## config.mk

```make
export PLATFORM = sky130hd
export DESIGN_NAME = pipelined_register_chain
export DESIGN_NICKNAME = d
export VERILOG_FILES = /design/src/rtl/pipelined_register_chain_pkg.sv /design/src/rtl/pipelined_register_chain_pipe_stage.sv /design/src/rtl/pipelined_register_chain.sv
export SDC_FILE = /design/constraint.sdc
export NUM_CORES = 1
export LEC_CHECK = 0
export ABC_CLOCK_PERIOD_IN_PS = 5300
export BUFFER_PORTS_ARGS = -buffer_cell sky130_fd_sc_hd__buf_2
export CORE_MARGIN = 5
export CORE_UTILIZATION = 55
export CTS_BUF_LIST = sky130_fd_sc_hd__clkbuf_8
export DETAILED_ROUTE_END_ITERATION = 12
export HOLD_SLACK_MARGIN = 0.15
export MAX_ROUTING_LAYER = met4
export PLACE_DENSITY = 0.84
export SYNTH_ARGS = -nofsm -noshare
export SYNTH_HDL_FRONTEND = slang
export SYNTH_HIERARCHICAL = 1
export SYNTH_SLANG_ARGS = --single-unit
```

## constraint.sdc

```tcl
create_clock -name clk -period 5.3 [get_ports clk]
set_clock_uncertainty 0.15 [all_clocks]
set_input_delay 1.06 -clock clk [delete_from_list [all_inputs] [get_ports clk]]
set_output_delay 1.06 -clock clk [all_outputs]
set_load 0.01 [all_outputs]
```

## src/rtl/pipelined_register_chain_pkg.sv

```systemverilog
// Shared constants for the pipelined register chain.
//
// Contents:
//   BITS           default data width used by benchmark top-levels (32)
//   DEFAULT_STAGES default number of register stages (2)
//   occ_width()    width of a counter that can hold 0..stages inclusive
package pipelined_register_chain_pkg;

    localparam int BITS           = 32;
    localparam int DEFAULT_STAGES = 2;

    function automatic int occ_width(input int stages);
        return $clog2(stages + 1);
    endfunction

endpackage

```

## src/rtl/pipelined_register_chain_pipe_stage.sv

```systemverilog
// One valid/data register of the pipelined register chain.
//
// Parameters:
//   WIDTH     data width in bits
// Ports:
//   clk       clock, state updates on posedge
//   rst_n     asynchronous active-low reset (clears valid and data)
//   up_valid  upstream has a word on up_data
//   up_data   upstream word
//   dn_ready  downstream can take this stage's word this cycle
//   flush     synchronous discard of the held word
//   valid_q   this stage holds a valid word
//   data_q    word held by this stage
//   up_ready  this stage can load from upstream this cycle
module pipe_stage
    import pipelined_register_chain_pkg::*;
#(
    parameter int WIDTH = BITS
) (
    input  logic             clk,
    input  logic             rst_n,
    input  logic             up_valid,
    input  logic [WIDTH-1:0] up_data,
    input  logic             dn_ready,
    input  logic             flush,
    output logic             valid_q,
    output logic [WIDTH-1:0] data_q,
    output logic             up_ready
);

    // An empty stage always accepts, even while downstream is stalled,
    // so bubbles collapse instead of propagating.
    assign up_ready = !valid_q || dn_ready;

    always_ff @(posedge clk or negedge rst_n) begin
        if (!rst_n) begin
            valid_q <= 1'b0;
            data_q  <= '0;
        end else if (flush) begin
            // Flush wins over any load; the data register is left as-is.
            valid_q <= 1'b0;
        end else if (up_ready) begin
            valid_q <= up_valid;
            if (up_valid) begin
                data_q <= up_data;
            end
        end
    end

endmodule

```

## src/rtl/pipelined_register_chain.sv

```systemverilog
// Retiming chain of STAGES valid/ready register stages with back-pressure,
// synchronous flush and an occupancy count. Full throughput of one word per
// cycle while out_ready stays high; latency is STAGES cycles.
//
// Parameters:
//   WIDTH      data width in bits (>= 1)
//   STAGES     number of register stages (>= 1)
//   OCC_W      derived occupancy width, $clog2(STAGES+1)
// Ports:
//   clk        clock, all state updates on posedge
//   rst_n      asynchronous active-low reset
//   in_valid   producer has a word on in_data
//   in_ready   chain accepts in_data this cycle
//   in_data    input word
//   out_valid  out_data holds a valid word
//   out_ready  consumer takes out_data this cycle
//   out_data   output word (last stage register)
//   flush      synchronous discard of every word in flight
//   occupancy  number of stages currently holding a valid word
module pipelined_register_chain
    import pipelined_register_chain_pkg::*;
#(
    parameter int  WIDTH  = BITS,
    parameter int  STAGES = DEFAULT_STAGES,
    localparam int OCC_W  = occ_width(STAGES)
) (
    input  logic             clk,
    input  logic             rst_n,
    input  logic             in_valid,
    output logic             in_ready,
    input  logic [WIDTH-1:0] in_data,
    output logic             out_valid,
    input  logic             out_ready,
    output logic [WIDTH-1:0] out_data,
    input  logic             flush,
    output logic [OCC_W-1:0] occupancy
);

    logic [STAGES-1:0] valid_q;
    logic [WIDTH-1:0]  data_q [STAGES];
    logic [OCC_W-1:0]  occ_sum;

    // Each stage keeps its own ready wires so the output-to-input ready
    // chain runs through distinct signals rather than bits of one vector.
    for (genvar i = 0; i < STAGES; i++) begin : g_stage
        logic             up_valid;
        logic [WIDTH-1:0] up_data;
        logic             up_ready;
        logic             dn_ready;

        if (i == 0) begin : g_head
            assign up_valid = in_valid;
            assign up_data  = in_data;
        end else begin : g_body
            assign up_valid = valid_q[i-1];
            assign up_data  = data_q[i-1];
        end

        if (i == STAGES - 1) begin : g_tail
            assign dn_ready = out_ready;
        end else begin : g_link
            assign dn_ready = g_stage[i+1].up_ready;
        end

        pipe_stage #(
            .WIDTH (WIDTH)
        ) u_stage (
            .clk      (clk),
            .rst_n    (rst_n),
            .up_valid (up_valid),
            .up_data  (up_data),
            .dn_ready (dn_ready),
            .flush    (flush),
            .valid_q  (valid_q[i]),
            .data_q   (data_q[i]),
            .up_ready (up_ready)
        );
    end

    // No flush term here: a word offered during flush sees the normal
    // ready and is simply discarded by the stage.
    assign in_ready = g_stage[0].up_ready;

    assign out_valid = valid_q[STAGES-1];
    assign out_data  = data_q[STAGES-1];

    always_comb begin
        occ_sum = '0;
        for (int i = 0; i < STAGES; i++) begin
            occ_sum = occ_sum + OCC_W'(valid_q[i]);
        end
    end

    assign occupancy = occ_sum;

endmodule

```

==> results.txt, run 1 <==
Status: finished clean
Warnings from Yosys: 6
Post-CTS sizing: 0
Grt met2 use: 0.270
Top delay family on crit path: buffers and inverters
Finished Core Util: 0.693
Max-capacitance violation count: 0
Crit Path Class: in2out
Largest net degree at the start of global routing: 67
Detailed-router iteration count before antenna repair: 4
Die area: 6080 um^2
Worst slew pin tran: 805 ps
Hold Path End: g_stage[1].u_stage/data_q[29]
Crit path max-delay cell type: nor2b_4
Worst R2R Start: g_stage[1].u_stage/valid_q
Final setup fails: 0
Area contributors post-synth: dfrtp_1, mux2_2, buf_6, nor3b_4, nor2b_4
WP data required: 4090 ps
Final setup TNS: 0 ps
Post-synth EDFFs: 0
Worst hold stages: 1
Syn_nets: 185
Io pins: 73
WP buf/inv: 4
Synth area leader: dfrtp_1
Diode count: 0
Clock buffer count from CTS: 9
GRT busiest layer: met2
R2r endpoint: g_stage[0].u_stage/data_q[14]
H-tree depth: 3
Reg2reg path depth: 6
Vias in the first global route: 1611
CP startpoint kind: input pin
Row count: 24
Crit share post-route: 0.560
WL/cell: 16.4 um
Final Hold Viols: 0
Global Route Usage Sum: 0.176
R2R Setup Slk: 3070 ps
Final Max Tran Viols: 0
Clock slew at reported path FFs: 60 ps
Clock Tree Root: clkbuf_8
Post-route ant nets: 0
Initial core utilization: 0.575
Final wirelength: 4610 um
Via density per instance: 5.25
Met1 GRT Util: 0.208
Die W: 78.0 um
GPL Wtd Cong: 0.731
Share of layout cells above drive strength 1: 0.668
CTS Hold Bufs: 0
Max Clock Freq: 337 MHz
Slowest stage delay, CP: 160 ps
RSZ-0062 raised after global routing: no
Setup repair bufs after CTS: 0
Synthesized flop and latch total: 66
Synth Instances: 147
P_leak: 1.45 nW
Post-synth top area share: 0.650
Max-Slew Margin vs Limit: 0.463
CTS tree: built
# clock sinks: 66
Unique masters post-synth: 8
Fill count: 323
# DRC: 0
HP Start: g_stage[1].u_stage/data_q[29]
Global Route met3 Usage: 0.0567
Most numerous cell in the Yosys netlist: dfrtp_1
Port Buffers: 72
Post-Syn Area: 2540 um^2
Pwr dens: 411 nW/um^2
Type of element capturing the critical path: output pin
Hold WC Path Type: reg2reg
First-pass GRT wire length: 8000 um
Critical Path Fanout Max: 3
CP cell instances: buf_2 > nor2b_4 > inv_1 > nor2b_4 > inv_1 > buf_2
Synth top cells by count: dfrtp_1, mux2_2, buf_6
DP Wirelength: 3130 um
Main synth FF type: dfrtp_1
VDD IR max: 0.000227 V
Total congestion overflow: 0
Worst Path Arrival: 1760 ps
Via count: 1475
Synth async-reset ratio: 1.00
Clk Latency, worst-skew pair: 320 ps
Clock tree buffer depth: 2
Initial antenna violation count: 0
Seq/Total Area, Yosys: 0.650
Final Critical Period: 2970 ps
Die Ht: 78.0 um
Avg Cell Area, Syn: 17.3 um^2
Fin nets: 265
Core ar.: 4410 um^2
Area Growth Syn to Fin: 20.5%
Iteration-0 DRC count of the detailed router: 77
sequential cells by signal (all words and copies together), names as in the netlist:
register / flops
g_stage.u_stage/data_q: 64
g_stage.u_stage/valid_q: 2
metal layers:
metal  vias up  share of wire  wire [um]
li1        669              -          -
met1       749           0.42       1960
met2        52           0.50       2310
met3         5          0.062        287
met4         0          0.012         57
met5         -              0          0
worst max path at each step:
stage	start	endpoint	depth (start not counted)
finish	out_ready	in_ready	6
floorplan	out_ready	in_ready	4
detailed placement	out_ready	in_ready	6
CTS	out_ready	in_ready	6
global placement	out_ready	in_ready	6
global route	out_ready	in_ready	6
metrics by stage:
stage	cell area, um^2	setup slack, ps	hold WS (ps)	total power, mW	instances
2_1_floorplan	2540	2600	325	0.827	147
3_3_place_gp	2920	2350	330	0.942	268
3_5_place_dp	2920	2330	340	0.953	268
4_1_cts	3060	2320	354	1.28	281
5_1_grt	3060	2260	361	1.33	281
6_report	3060	2330	351	1.26	281
cell type report:
class / count / area [um^2] / share of cell area
tap: 52 / 65.1 / 0.0213
timing repair buffer: 75 / 383 / 0.125
clock inverter: 4 / 16.3 / 0.00531
clock buffer: 9 / 124 / 0.0405
multi-input combinational: 73 / 813 / 0.266
sequential: 66 / 1650 / 0.540
inverter: 2 / 7.51 / 0.00245
cell families (layout without fill, tap and decap cells):
| kind of cell | Yosys count | in the layout | share of synthesized area |
|---|---|---|---|
| mux | 64 | 64 | 0.284 |
| fa+ha+maj | 1 | 1 | 0.00493 |
| simple gates | 8 | 8 | 0.0315 |
| flops | 66 | 66 | 0.650 |
| buf+inv | 8 | 90 | 0.0296 |
worst register-to-register path, delay by kind of cell (launching register included):
family / cells / cell delay, ps
DFF: 1 / 420
and+or+nand+nor: 3 / 650
muxes: 1 / 390
buffers and inverters: 2 / 520
power breakdown:
part           leakage [nW]  internal (mW)  switching (mW)  total, mW
logic                 0.583          0.150           0.118      0.268
registers             0.783          0.616          0.0542      0.670
clock network        0.0846          0.156           0.164      0.319
total                  1.45          0.922           0.336       1.26
placed cells by master, fill, tap and decap left out:
master / Yosys / layout
buf_2: 0 / 72
buf_4: 0 / 3
clkbuf_8: 0 / 9
clkinv_2: 0 / 1
dfrtp_1: 66 / 66
ha_1: 1 / 1
inv_1: 2 / 5
mux2_2: 64 / 64
nor2_1: 4 / 4
nor2b_4: 2 / 2
nor3b_4: 2 / 2
Power figures use the tool's default switching activity.
==> run 2, diff against run 1 <==
- ABC_CLOCK_PERIOD_IN_PS: 5300 -> 3100
- CORE_UTILIZATION: 55 -> 53
- PLACE_DENSITY: 0.84 -> 0.81
- clock period: 5.3 -> 3.1 ns (I/O delays scaled with it)
==> results.txt, run 2 (synthesis gave the netlist of run 1 again) <==
Iteration-0 DRC count of the detailed router: 48
Io pins: 73
Vias in the first global route: 1521
Post-Place Worst Slack: 950 ps
Global Route Usage Sum: 0.159
Crit share post-route: 0.669
Status: finished clean
Final Max Tran Viols: 0
# DRC: 0
H-tree depth: 3
Core ar.: 4690 um^2
Biggest regs: g_stage.u_stage/data_q: 64 flops, g_stage.u_stage/valid_q: 2 flops
Diode count: 0
Die W: 79.2 um
Worst Path Arrival: 1300 ps
Total congestion overflow: 0
CP startpoint kind: input pin
DP Wirelength: 3090 um
Clock tree buffer depth: 2
Final Hold Viols: 0
Setup WS post-layout: 1030 ps
Area Growth Syn to Fin: 22.0%
Commonest cells after routing, fill and taps aside: buf_2, dfrtp_1, mux2_2
Top reg by flops: g_stage.u_stage/data_q
Largest net degree at the start of global routing: 37
First-pass GRT wire length: 7300 um
Via count: 1455
Row count: 25
Max reg flops: 64
Post-CTS sizing: 0
RSZ-0062 raised after global routing: no
Max-Slew Margin vs Limit: 0.529
Die Ht: 79.2 um
Final setup TNS: 0 ps
Detailed-router iteration count before antenna repair: 3
CTS Hold Bufs: 0
Setup repair bufs after CTS: 0
WP data required: 2330 ps
Hold WS: 189 ps
WL/cell: 15.3 um
Post-route ant nets: 0
# clock sinks: 66
GPL Wtd Cong: 0.711
CTS tree: built
Clock buffer count from CTS: 9
Clock slew at reported path FFs: 70 ps
Clk Latency, worst-skew pair: 320 ps
Clock Tree Root: clkbuf_8
Via density per instance: 5.09
Final wirelength: 4380 um
Fin nets: 265
Port Buffers: 72
Type of element capturing the critical path: output pin
Initial antenna violation count: 0
P_leak: 1.47 nW
VDD IR max: 0.000398 V
Crit Path Class: in2out
Commonest non-fill, non-tap cell in the layout: buf_2
Critical Path Fanout Max: 3
Final setup fails: 0
Die area: 6280 um^2
Final Critical Period: 2070 ps
Worst slew pin tran: 706 ps
Max Clock Freq: 482 MHz
Total Power: 2.19 mW
Hold WC Path Type: in2async
Share of layout cells above drive strength 1: 0.672
Pwr dens: 708 nW/um^2
Max-capacitance violation count: 0
Initial core utilization: 0.541
## run 2: cell types whose count changed in the layout (fill, tap and decap cells not counted)
| cell | previous run | this run |
|---|---|---|
| buf_12 | 0 | 1 |
| buf_4 | 3 | 2 |
| clkinv_2 | 1 | 3 |
| clkbuf_8 | 9 | 10 |
## run 2: final cells by class
cell class | instances | area (um^2)
clock buffer | 10 | 138
clock inverter | 6 | 26.3
fill | 355 | 1590
inverter | 2 | 7.51
multi-input combinational | 73 | 813
sequential | 66 | 1650
tap | 54 | 67.6
timing repair buffer | 75 | 395
## run 2: report_power, final
| part | switching [mW] | internal, mW |
|---|---|---|
| Clock | 0.293 | 0.299 |
| Combinational | 0.201 | 0.258 |
| Sequential | 0.0886 | 1.05 |
| Total | 0.583 | 1.61 |
## run 2: worst max-delay path: stages
cell     delay (ps)
buf_2           110
nor2b_4         140
inv_1            80
nor2b_4         150
inv_1            60
buf_2           130
## run 2: worst paths after layout
check,start,endpoint,slack [ps],depth (start not counted)
max,out_ready,in_ready,1030,6
min,rst_n,g_stage[0].u_stage/data_q[28],190,1
max reg2reg,g_stage[1].u_stage/valid_q,g_stage[0].u_stage/data_q[25],1220,6
min reg2reg,g_stage[0].u_stage/data_q[17],g_stage[1].u_stage/data_q[17],350,1
max in group asynchronous,rst_n,g_stage[1].u_stage/data_q[8],1980,2
min in group clk,g_stage[0].u_stage/data_q[17],g_stage[1].u_stage/data_q[17],350,1
## run 2: stage by stage
stage | instances | utilization | area (um^2)
finish | 286 | 0.661 | 3100
global route | 286 | 0.661 | 3100
CTS | 286 | 0.661 | 3100
detailed placement | 270 | 0.626 | 2940
global placement | 270 | 0.626 | 2940
floorplan | 147 | - | 2540
## run 2: metal layers
layer  up-vias  track usage  share of wire
met5         -            -              0
met2        39        0.237           0.49
met4         0        0.103          0.025
met1       725        0.200           0.44
met3         9       0.0295          0.046
li1        682            -              -
